--- config.mk ---
export PLATFORM = sky130hd
export DESIGN_NAME = systolic_out_deskew
export DESIGN_NICKNAME = d
export VERILOG_FILES = /design/src/rtl/systolic_out_deskew.sv
export SDC_FILE = /design/constraint.sdc
export NUM_CORES = 1
export LEC_CHECK = 0
export ABC_CLOCK_PERIOD_IN_PS = 6600
export BUFFER_PORTS_ARGS = -buffer_cell sky130_fd_sc_hd__buf_4
export CAP_MARGIN = 20
export CORE_MARGIN = 2
export CORE_UTILIZATION = 55
export DETAILED_ROUTE_END_ITERATION = 12
export HOLD_SLACK_MARGIN = 0.1
export PLACE_DENSITY = 0.82
export SLEW_MARGIN = 20
export SYNTH_ARGS = -nofsm -noshare
export SYNTH_HDL_FRONTEND = slang
export SYNTH_SLANG_ARGS = --single-unit
export TNS_END_PERCENT = 5
--- constraint.sdc ---
create_clock -name clk -period 6.6 [get_ports clk]
set_input_delay 1.32 -clock clk [delete_from_list [all_inputs] [get_ports clk]]
set_output_delay 1.32 -clock clk [all_outputs]
set_load 0.01 [all_outputs]
--- src/rtl/systolic_out_deskew.sv ---
// systolic_out_deskew: re-aligns skewed per-column array results into full rows, streamed out valid/ready.
// Optional DESKEW_RELU_EN: clamps negative elements to 0 at capture and adds the relu_hits pulse output.
`default_nettype none

module systolic_out_deskew #(
  parameter int N     = 3,
  parameter int ACC_W = 24,
  parameter int DEPTH = 4,
  parameter int ROWS  = 3,
  localparam int IW   = (ROWS > 1) ? $clog2(ROWS) : 1
) (
  input  logic               clk,
  input  logic               nrst,
  input  logic               clr,
  input  logic [N-1:0]       col_valid,
  input  logic [N*ACC_W-1:0] col_data,
  output logic               out_valid,
  input  logic               out_ready,
  output logic [N*ACC_W-1:0] out_row,
  output logic [IW-1:0]      out_idx,
  output logic               out_last,
  output logic               ovf,
  output logic               busy
`ifdef DESKEW_RELU_EN
  , output logic             relu_hits
`endif
);

  localparam int AW = (DEPTH > 1) ? $clog2(DEPTH) : 1;

  logic [ACC_W-1:0] mem_q [DEPTH][N];
  logic [N-1:0]     fl_q  [DEPTH];
  logic [N-1:0]     fl_d  [DEPTH];
  logic [AW-1:0]    wp_q  [N];
  logic [AW-1:0]    wp_d  [N];
  logic [AW-1:0]    rp_q;
  logic [IW-1:0]    row_cnt_q;
  logic             ovf_q;
  logic             ovf_d;
  logic [N-1:0]     acc;
  logic [ACC_W-1:0] wdat [N];
  logic             pop;
  logic             any_fl;
`ifdef DESKEW_RELU_EN
  logic [N-1:0]     neg;
  logic             relu_hits_q;
`endif

  // A row is complete only when every column's flag in the read slot is set.
  assign out_valid = &fl_q[rp_q];
  assign pop       = out_valid & out_ready;
  assign out_idx   = row_cnt_q;
  assign out_last  = (row_cnt_q == IW'(ROWS - 1));
  assign ovf       = ovf_q;
  assign busy      = any_fl;
`ifdef DESKEW_RELU_EN
  assign relu_hits = relu_hits_q;
`endif

  always_comb begin
    for (int j = 0; j < N; j++) begin
      wdat[j] = col_data[j*ACC_W +: ACC_W];
`ifdef DESKEW_RELU_EN
      neg[j] = wdat[j][ACC_W-1];
      if (neg[j]) wdat[j] = '0;
`endif
    end
  end

  always_comb begin
    out_row = '0;
    for (int j = 0; j < N; j++) out_row[j*ACC_W +: ACC_W] = mem_q[rp_q][j];
  end

  always_comb begin
    any_fl = 1'b0;
    for (int s = 0; s < DEPTH; s++) any_fl = any_fl | (|fl_q[s]);
  end

  // Pop clears the read slot before column writes, so a write into a slot
  // being popped in the same cycle lands cleanly without overflow.
  always_comb begin
    fl_d  = fl_q;
    wp_d  = wp_q;
    ovf_d = ovf_q;
    acc   = '0;
    if (pop) fl_d[rp_q] = '0;
    for (int j = 0; j < N; j++) begin
      if (col_valid[j]) begin
        if (!fl_q[wp_q[j]][j] || (pop && (wp_q[j] == rp_q))) begin
          fl_d[wp_q[j]][j] = 1'b1;
          wp_d[j]          = wp_q[j] + AW'(1);
          acc[j]           = 1'b1;
        end else begin
          ovf_d = 1'b1;
        end
      end
    end
  end

  always_ff @(posedge clk or negedge nrst) begin
    if (!nrst) begin
      for (int s = 0; s < DEPTH; s++) begin
        fl_q[s] <= '0;
        for (int j = 0; j < N; j++) mem_q[s][j] <= '0;
      end
      for (int j = 0; j < N; j++) wp_q[j] <= '0;
      rp_q      <= '0;
      row_cnt_q <= '0;
      ovf_q     <= 1'b0;
`ifdef DESKEW_RELU_EN
      relu_hits_q <= 1'b0;
`endif
    end else if (clr) begin
      for (int s = 0; s < DEPTH; s++) fl_q[s] <= '0;
      for (int j = 0; j < N; j++) wp_q[j] <= '0;
      rp_q      <= '0;
      row_cnt_q <= '0;
      ovf_q     <= 1'b0;
`ifdef DESKEW_RELU_EN
      relu_hits_q <= 1'b0;
`endif
    end else begin
      fl_q  <= fl_d;
      wp_q  <= wp_d;
      ovf_q <= ovf_d;
      for (int j = 0; j < N; j++) begin
        if (acc[j]) mem_q[wp_q[j]][j] <= wdat[j];
      end
      if (pop) begin
        rp_q      <= rp_q + AW'(1);
        row_cnt_q <= (row_cnt_q == IW'(ROWS - 1)) ? '0 : row_cnt_q + IW'(1);
      end
`ifdef DESKEW_RELU_EN
      relu_hits_q <= |(acc & neg);
`endif
    end
  end

endmodule

`default_nettype wire
---- After elaboration in Yosys (flattened, before gate mapping) ----
Cells that the tools add are included.
operators by class
  mux-type cells .......................... 70
  reductions and logical operators ........ 28
  order comparisons ....................... 8
  eq/ne operators ......................... 4
  bitwise operators ....................... 13
  add/subtract/negate cells ............... 5
operators with widths
  cell                 number
  $mux 288             5
  $bwmux 288           3
  $demux 72 s2         3
  $mux 72              3
  $bmux 72 s2          1
  $mux 12              8
  $mux 48              1
  $or 12x12->12        3
  $mux 2               14
  $bmux 3 s2           4
  $demux 3 s2          4
  $mux 24              1
  $mux 3               6
  $mux 1               16
  $reduce_bool 2->1    7
  $and 12x12->12       1
  $ge 3x3->1 const B   4
  $lt 3x1->1 const B   4
  $not 12->12          1
  $not 2->3            4
  $reduce_or 3->1      4
  $add 2x1->2 const B  5
  $logic_and 1x1->1    7
  $eq 2x2->1           3
  8 further kinds      16
storage, ports and cells
  logic and storage cells ................. 150
  register bits ........................... 311
  output and inout port bits .............. 78
  input port bits ......................... 79

---- Logic depth before layout (Yosys ltp) ----
Gate-level depths: netlist (run 1).
  word-level depth ........................ 18
  mapped depth ............................ 8

---- Least setup slack after synthesis (run 1) ----
OpenSTA, ideal clock, no wires.
  path type ............................... register -> output
  start ................................... register rp_q[0]
  end ..................................... output port out_row[0]
  data required time ...................... 5,280 ps
  setup slack ............................. 3,227 ps
  stages on the path, launching flop included .. 5
  buffers on the path ..................... 3
  arrival time ............................ 2,053 ps
  cell sequence ........................... dfrtp_1 buf_6 clkbuf_1 buf_1 mux4_2
between the ends
  cells in the longest elaborated chain, start to end .. 4
ends and longest elaborated chain
  item                             line  source
  start: declaration               36    logic [AW-1:0] rp_q;
  start signal: assignment         131   rp_q <= rp_q + AW'(1);
  $not 2->3 (implied by the code)  72    for (int j = 0; j < N; j++) out_row[j*ACC_W +: ACC_W] = mem_q[rp_q][j];
  $bmux 72 s2                      72
  $mux 72 (2 in series)            -
  end: declaration                 19    output logic [N*ACC_W-1:0] out_row,
No other way between the ends. The select of a mux whose other input is x is not followed.

---- Worst setup path in the final report (run 1) ----
  start ................................... register rp_q[0]
  end ..................................... output port out_row[17]
Same word-level chain as after synthesis.

==> results of run 1 <==
==> power by group <==
part | switching [mW] | internal (mW)
Combinational | 0.684 | 1.29
Clock | 0.746 | 1.17
Sequential | 0.415 | 2.68
Total | 1.85 | 5.14
==> layout make-up <==
cell class / count / area, um2
repair buffers: 170 / 1320
fillers: 1703 / 8500
well taps: 330 / 413
clock inverters: 14 / 153
clock buffers: 47 / 991
multi-input cells: 471 / 6120
flip-flops and latches: 311 / 7790
inverters: 11 / 41.3
==> worst min-delay path by stage <==
stage,start,to,slack (ns),cells past startpoint
global placement,mem_q[55],mem_q[55],0.47,1
global route,mem_q[67],mem_q[67],0.50,1
finish,mem_q[67],mem_q[67],0.49,1
detailed placement,mem_q[136],mem_q[136],0.48,1
CTS,mem_q[136],mem_q[136],0.49,1
floorplan,mem_q[72],mem_q[72],0.46,1
==> Yosys cell counts, types with 2 or more instances <==
master / number
a22o_1: 4
a2111o_1: 2
buf_6: 19
ha_1: 16
inv_1: 11
clkbuf_1: 13
a21bo_2: 9
nand3b_1: 2
buf_1: 8
nand4b_4: 2
nand3_1: 2
nor2_1: 13
or3b_1: 6
mux2i_1: 8
a211oi_1: 2
buf_2: 10
mux2_1: 57
nor2b_1: 2
mux2_4: 60
xnor2_1: 3
nor4_1: 3
dfrtp_1: 311
a21oi_1: 4
xor2_1: 3
nand2_1: 4
mux2_2: 175
nand2_4: 3
a2111oi_2: 2
mux4_2: 73
nand2b_1: 3
==> stage by stage <==
stage	worst slack [ns]	instances	hold WS, ns	power [mW]
2_1_floorplan	3.23	843	0.459	4.33
3_3_place_gp	2.58	1292	0.468	4.99
3_5_place_dp	2.50	1292	0.477	5.11
4_1_cts	2.04	1353	0.491	7.07
5_1_grt	2.11	1354	0.496	7.36
6_report	2.34	1354	0.486	6.99
==> flip-flops by register name, summed over array words and instances (netlist names) <==
name and flops:
mem_q 288, fl_q 12, wp_q 6, out_idx 2, rp_q 2, ovf 1
==> logic make-up (layout without fill, tap and decap cells) <==
kind of cell               Yosys count  in the layout
AOI/OAI and AO/OA                   31             31
xor gates and xnor gates             6              6
DFF                                311            311
and+or+nand+nor                     45             45
buffers and inverters               61            242
muxes                              373            373
adders and majority gates           16             16
==> layer usage <==
layer | vias up | routed length (um) | part of all wire | GRT usage
li1 | 3481 | - | - | -
met1 | 4176 | 12600 | 0.44 | 0.298
met2 | 142 | 14400 | 0.50 | 0.365
met3 | 41 | 1030 | 0.036 | 0.0330
met4 | 0 | 547 | 0.019 | 0.0577
met5 | - | 0 | 0 | 0
==> critical path: stages (launching register included) <==
cell	delay (ns)
dfrtp_4	0.78
buf_16	0.29
buf_4	0.57
mux4_2	0.60
buf_4	0.16
==> reports/qor.csv, run 1 <==
metric,value,unit
total grt overflow,0,
Post-Syn Area,14300,um2
Clock Path Buffers,3,
Worst-path clk slew,0.06,ns
initial cell density of the core,0.564,
hold_buf cts,0,
CP Capture Type,primary output,
cell count after synthesis,843,
crit path from,rp_q[0],
post-synth cell types,43,
max-cap check violation count,0,
FF-to-FF setup slack,2.78,ns
number of synthesis warnings,0,
hpwl dp,17800,um
XOR/XNOR share of the synthesized area,0.00368,
die area,27300,um2
largest net degree at the start of global routing,158,
Synth Register Bits,311,
layout cell share with drive strength beyond 1,0.544,
Worst Clk Skew,0.0195,ns
Clock Sinks,311,
Post-synth EDFFs,0,
residual DRC count,0,
initial antenna violation count,0,
setup violators final,0,
Min-Delay Path Class,reg -> reg,
adder-cell share of the synthesized area,0.0140,
CP startpoint kind,flop,
placer congestion estimate,0.791,
post-synthesis simple-gate area fraction,0.0229,
"Min Clock Period, post-route",4.26,ns
Fin. Hold Viols,0,
post-route cell area,16800,um2
depth of the most critical reg-to-reg path,7,
Leak,7.95,nW
relative slew slack,0.370,
Die W,165,um
PwrDens,415,nW/um2
Area after DPL,15700,um2
RR Startpoint,rp_q[0],
Post-Route Setup TNS,0,ns
Mapped Nets,938,
vias post-DR,7840,
synthesis-to-layout area growth,17.8,%
Die H,165,um
site row count,58,
cts repair resizes,0,
Clock Tree Root,clkbuf_16,
"commonest cells after routing, fill and taps aside","dfrtp_1, mux2_2, buf_4",
worst path required time,5.28,ns
Port Buffers,156,
Max VDD drop,0.281,mV
Synth Area per Inst,16.9,um2
CTS H-tree lvls,2,
Post CTS Setup Buffer Count,0,
post-synthesis sequential area ratio,0.545,
total core area,25300,um2
Num CTS Buffers,34,
"commonest non-fill, non-tap cell in the layout",dfrtp_1,
Post-synth ARST share,1.00,
final design utilization,0.664,
final worst-path cycle share,0.646,
router iterations before antenna repair,4,
largest cells by area after synthesis,"dfrtp_1, mux2_2, mux4_2",
Setup crit end,out_row[17],
status,"complete, no violations",
largest family of logic cells by synthesized area,multiplexers,
IO Pins,157,
CTS tree,yes,
Main synth FF type,dfrtp_1,
crit path DAT,2.94,ns
Reg2Reg Capture Point,mem_q[74],
Max Clk Rate,235,MHz
final WL,28600,um
Routed Antenna Nets,0,
DRT iter0 DRCs,445,
number of global-route vias before repair,8535,
clk_lat worst skew,0.50,ns
CP Class,reg -> out,
Slew Limit Fails,0,
Total GRT Usage,0.217,
DR vias/cell,5.79,
Synth top area share,0.545,
mux share of post-synthesis cell area,0.367,
RSZ-0062 raised after global routing,no,
Slew @ Worst Pin,0.945,ns
Synth Area in Compound Gates,0.0214,
WL per Instance,21.1,um
crit path max fanout,31,
ANT cells,0,
leading area contributor after synthesis,dfrtp_1,
Nets,1094,
global-route wire length before repair,45900,um
Power figures use the tool's default switching activity.
==> inputs of run 2 (changes only) <==
- ABC_CLOCK_PERIOD_IN_PS: 6600 -> 3800
- CORE_UTILIZATION: 55 -> 53
- clock period: 6.6 -> 3.8 ns (I/O delays scaled with it)
==> run 2 against run 1 <==
Compared with the run above: hold slack got worse by 0.19 ns; clock-buffer cell count increased by 7; power increased by 72%; sequential power increased by 74%; combinational power increased by 75%; die area increased by 3.7%; global-route usage decreased by 0.54 points; register-to-register slack got worse by 1.8 ns; critical endpoint is now out_row[49]; setup slack got worse by 2.0 ns.
==> reports/qor.csv, run 2 (same netlist as run 1, synthesis figures left out) <==
metric,value,unit,change
relative slew slack,0.474,,+0.104
CP startpoint kind,flop,,
Post-Route Setup TNS,0,ns,unchanged
Post CTS Setup Buffer Count,0,,unchanged
Worst-path clk slew,0.06,ns,about the same
WL per Instance,21.1,um,-0.31%
biggest regs,"mem_q (288), fl_q (12), wp_q (6)",,
total core area,26700,um2,+5.5%
Slew Limit Fails,0,,unchanged
Max VDD drop,0.483,mV,+72%
"Min Clock Period, post-route",3.45,ns,
hpwl dp,17700,um,-0.49%
Min-Delay Path Class,in -> async,,
die area,28300,um2,+3.7%
Worst Clk Skew,0.00961,ns,-0.00985 ns
Clock Path Buffers,3,,unchanged
router iterations before antenna repair,4,,unchanged
number of global-route vias before repair,8674,,+1.6%
RSZ-0062 raised after global routing,no,,
hold_buf cts,0,,unchanged
total power,12.0,mW,+72%
max-cap check violation count,0,,unchanged
setup violators final,0,,unchanged
ANT cells,0,,unchanged
crit path DAT,2.69,ns,-0.25 ns
CTS tree,yes,,
FILL cells,1955,,+15%
Port Buffers,156,,unchanged
residual DRC count,0,,unchanged
Placed Cells incl. Taps,1308,,+1.2%
cts repair resizes,0,,unchanged
final WL,28700,um,+0.50%
initial cell density of the core,0.535,,-0.0295
layout cell share with drive strength beyond 1,0.540,,-0.00391
Layout Cells excl Fill,1365,,+0.81%
site row count,60,,+3.4%
final design utilization,0.630,,-0.0342
Die H,168,um,+1.8%
PwrDens,712,nW/um2,+72%
Nets,1099,,+0.46%
worst path required time,3.04,ns,-2.24 ns
Clock Tree Root,clkbuf_16,,
initial antenna violation count,0,,unchanged
Routed Antenna Nets,0,,unchanged
Die W,168,um,+1.8%
Area after DPL,15800,um2,+0.65%
synthesis-to-layout area growth,17.9,%,about the same
largest net degree at the start of global routing,99,,-37%
clk_lat worst skew,0.50,ns,about the same
"commonest cells after routing, fill and taps aside","dfrtp_1, mux2_2, buf_4",,
CP Capture Type,primary output,,
total grt overflow,0,,unchanged
global-route wire length before repair,47400,um,+3.1%
Largest Register,mem_q,,
Clock Sinks,311,,unchanged
DR vias/cell,5.79,,about the same
CTS H-tree lvls,2,,unchanged
final worst-path cycle share,0.907,,
Num CTS Buffers,35,,+2.9%
max FFs per register,288,,unchanged
Fin. Hold Viols,0,,unchanged
DRT iter0 DRCs,445,,unchanged
vias post-DR,7910,,+0.89%
Total GRT Usage,0.212,,-0.00543
placer congestion estimate,0.807,,+2.1%
post-route cell area,16800,um2,about the same
crit path max fanout,43,,+39%
CP Class,reg -> out,,
Max Clk Rate,290,MHz,
"commonest non-fill, non-tap cell in the layout",dfrtp_1,,
IO Pins,157,,unchanged
status,"complete, no violations",,
Leak,7.95,nW,about the same
Slew @ Worst Pin,0.789,ns,-0.156 ns
==> run 2: cell type report <==
| class | instances | area [um2] | area share |
|---|---|---|---|
| sequential | 311 | 7790 | 0.463 |
| clock buffer | 54 | 1070 | 0.0635 |
| tap | 341 | 427 | 0.0253 |
| inverter | 11 | 41.3 | 0.00245 |
| multi-input combinational | 471 | 6120 | 0.364 |
| clock inverter | 3 | 15.0 | 0.000892 |
| timing repair buffer | 174 | 1380 | 0.0817 |
==> run 2: metal layers <==
layer / part of all wire / vias up / track usage
met3: 0.043 / 37 / 0.0353
met2: 0.50 / 168 / 0.356
li1: - / 3482 / -
met1: 0.43 / 4223 / 0.288
met5: 0 / - / 0
met4: 0.022 / 0 / 0.0592
==> run 2: critical path, stage by stage (launching register included) <==
cell     delay, ns
dfrtp_4       0.41
buf_4         0.47
buf_4         0.66
mux4_2        0.44
buf_4         0.17
==> run 2: report_power, final <==
group / total, mW / internal (mW) / switching (mW)
sequential: 5.38 / 4.66 / 0.714
combinational: 3.44 / 2.24 / 1.20
clock: 3.18 / 1.92 / 1.26
total: 12.0 / 8.83 / 3.17
==> run 2: worst paths after layout <==
check / from / endpoint / slack [ns] / cells after the start
worst min register to register: mem_q[141] / mem_q[141] / 0.48 / 1
worst min-delay path: nrst / mem_q[158] / 0.29 / 1
worst max register to register: rp_q[0] / mem_q[104] / 0.94 / 6
min in group clk: mem_q[141] / mem_q[141] / 0.48 / 1
max in group asynchronous: nrst / mem_q[51] / 2.63 / 2
worst max-delay path: rp_q[1] / out_row[49] / 0.35 / 4
==> run 2: per-stage QoR <==
stage	worst slack, ns	hold slack (ns)
final	0.353	0.294
after global routing	0.285	0.359
after CTS	0.337	0.341
after detailed placement	0.745	0.476
after global placement	0.819	0.469
after floorplan	0.987	0.459
==> inputs of run 3 (changes only) <==
- REMOVE_ABC_BUFFERS: not set -> 1
==> run 3 against run 2 <==
Compared with the run above: final cell count grew 0.29%; register-to-register slack lost 0.12 ns; clock-buffer cell count shrank 5; non-clock buffer count grew 1; clock skew grew 0.0034 ns; flip-flop and latch count is the same; via count shrank 0.62%; sequential share of layout area shrank 0.069 points; routed wire length shrank 1.1%; die area is the same; sequential power is essentially flat.
==> reports/qor.csv, run 3 (same netlist as run 1, synthesis figures left out) <==
metric,value,unit,change
status,"complete, no violations",,
residual DRC count,0,,unchanged
crit path DAT,2.79,ns,+0.10 ns
Post CTS Setup Buffer Count,0,,unchanged
CP most frequent cell,buf_4,,
ANT cells,0,,unchanged
hpwl dp,17900,um,+0.80%
clk_lat worst skew,0.50,ns,about the same
Max Clk Rate,282,MHz,-2.9%
final worst-path cycle share,0.934,,+0.0272
cts repair resizes,0,,unchanged
Nets,1101,,+0.18%
CP peak stage delay,0.75,ns,+0.09 ns
RSZ-0062 raised after global routing,no,,
Clock Sinks,311,,unchanged
DR vias/cell,5.74,,-0.91%
setup violators final,0,,unchanged
CP Class,reg -> out,,
hold_buf cts,0,,unchanged
Post-Route Setup TNS,0,ns,unchanged
Worst Clk Skew,0.0130,ns,+0.00335 ns
CP startpoint kind,flop,,
hold_ws,0.214,ns,-0.0798 ns
Worst Path Buf+Inv,2,,-1
relative slew slack,0.420,,-0.0539
CP Capture Type,primary output,,
final WL,28400,um,-1.1%
depth of the most critical reg-to-reg path,6,,unchanged
CTS H-tree lvls,2,,unchanged
layout cell share with drive strength beyond 1,0.543,,+0.00276
total power,12.0,mW,+0.33%
cell family with most CP delay,buffers and inverters,,
Leak,7.96,nW,about the same
WL per Instance,20.8,um,-1.4%
largest net degree at the start of global routing,91,,-8.1%
crit path from,rp_q[0],,
biggest regs,"mem_q (288), fl_q (12), wp_q (6)",,
worst path required time,3.04,ns,about the same
Die H,168,um,unchanged
router iterations before antenna repair,4,,unchanged
CTS tree,yes,,
Worst-path clk slew,0.06,ns,about the same
total grt overflow,0,,unchanged
Die W,168,um,unchanged
global-route wire length before repair,47200,um,-0.42%
"commonest cells after routing, fill and taps aside","dfrtp_1, mux2_2, buf_4",,
Total GRT Usage,0.210,,-0.00160
Crit. path cell count,3,,-1
"Min Clock Period, post-route",3.55,ns,+0.103 ns
Critical Path Slowest Stage Cell,buf_4,,
max-cap check violation count,0,,unchanged
Setup crit end,out_row[68],,
Min-Delay Path Class,in -> async,,
Largest Register,mem_q,,
DRT iter0 DRCs,393,,-12%
vias post-DR,7861,,-0.62%
initial cell density of the core,0.535,,unchanged
Max VDD drop,0.443,mV,-8.3%
die area,28300,um2,unchanged
placer congestion estimate,0.795,,-1.5%
"critical path, cell by cell",buf_4 > mux4_2 > buf_4,,
Slew @ Worst Pin,0.870,ns,+0.0809 ns
Fin. Hold Viols,0,,unchanged
site row count,60,,unchanged
Clock Tree Root,clkbuf_16,,
RR Startpoint,rp_q[0],,
Clock Path Buffers,3,,unchanged
Port Buffers,156,,unchanged
Num CTS Buffers,36,,+2.9%
initial antenna violation count,1,,+1
FF-to-FF setup slack,0.82,ns,-0.12 ns
Reg2Reg Capture Point,mem_q[184],,
total core area,26700,um2,unchanged
final setup margin,0.249,ns,-0.103 ns
Routed Antenna Nets,0,,unchanged
synthesis-to-layout area growth,18.0,%,
Slew Limit Fails,0,,unchanged
"worst slack, placed",0.695,ns,-0.0504 ns
IO Pins,157,,unchanged
number of global-route vias before repair,8604,,-0.81%
max FFs per register,288,,unchanged
"commonest non-fill, non-tap cell in the layout",dfrtp_1,,
crit path max fanout,42,,-2.3%
PwrDens,714,nW/um2,+0.18%
==> run 3: changes by cell type in the layout (fill, tap and decap cells not counted) <==
cell	before	now
clkbuf_1	9	8
clkinv_2	3	6
clkbuf_8	8	4
clkinvlp_4	0	3
buf_4	168	169
inv_6	0	1
bufinv_16	0	1
==> run 3: area by class of cell <==
cell class	instances	area (um2)
repair buffers	175	1380
clock inverters	11	91.3
fillers	1953	9860
inverters	11	41.3
clock buffers	49	1010
multi-input cells	471	6120
flip-flops and latches	311	7790
well taps	341	427
==> run 3: where the power goes <==
| part | switching (mW) | total [mW] | internal [mW] |
|---|---|---|---|
| clock network | 1.31 | 3.23 | 1.93 |
| logic | 1.18 | 3.42 | 2.25 |
| registers | 0.716 | 5.38 | 4.66 |
==> run 3: worst min-delay path by stage <==
stage | startpoint | to | slack, ns
2_1_floorplan | nrst | fl_q[0] | 0.46
4_1_cts | nrst | mem_q[7] | 0.26
6_report | nrst | mem_q[145] | 0.21
5_1_grt | nrst | mem_q[217] | 0.27
3_3_place_gp | mem_q[163] | mem_q[163] | 0.47
3_5_place_dp | mem_q[139] | mem_q[139] | 0.48
==> run 3: worst register-to-register path, delay by kind of cell, from the launching register on <==
family	cells	cell delay, ns
muxes	1	0.31
buffers and inverters	1	0.26
DFF	1	0.69
AOI/OAI and AO/OA	2	0.72
and+or+nand+nor	2	0.89
==> run 3: routing by layer <==
| layer | part of all wire | vias up | routed length, um | global-route usage |
|---|---|---|---|---|
| met3 | 0.045 | 52 | 1290 | 0.0407 |
| met2 | 0.48 | 154 | 13800 | 0.341 |
| met4 | 0.024 | 2 | 693 | 0.0626 |
| met1 | 0.45 | 4167 | 12700 | 0.292 |
| met5 | 0.00032 | - | 9 | 0 |
| li1 | - | 3486 | - | - |
==> run 3: stage by stage <==
step            util  std cells  area (um2)
2_1_floorplan      -        793       13900
3_3_place_gp   0.590       1309       15800
3_5_place_dp   0.590       1309       15800
4_1_cts        0.631       1369       16900
5_1_grt        0.631       1369       16900
6_report       0.631       1369       16900
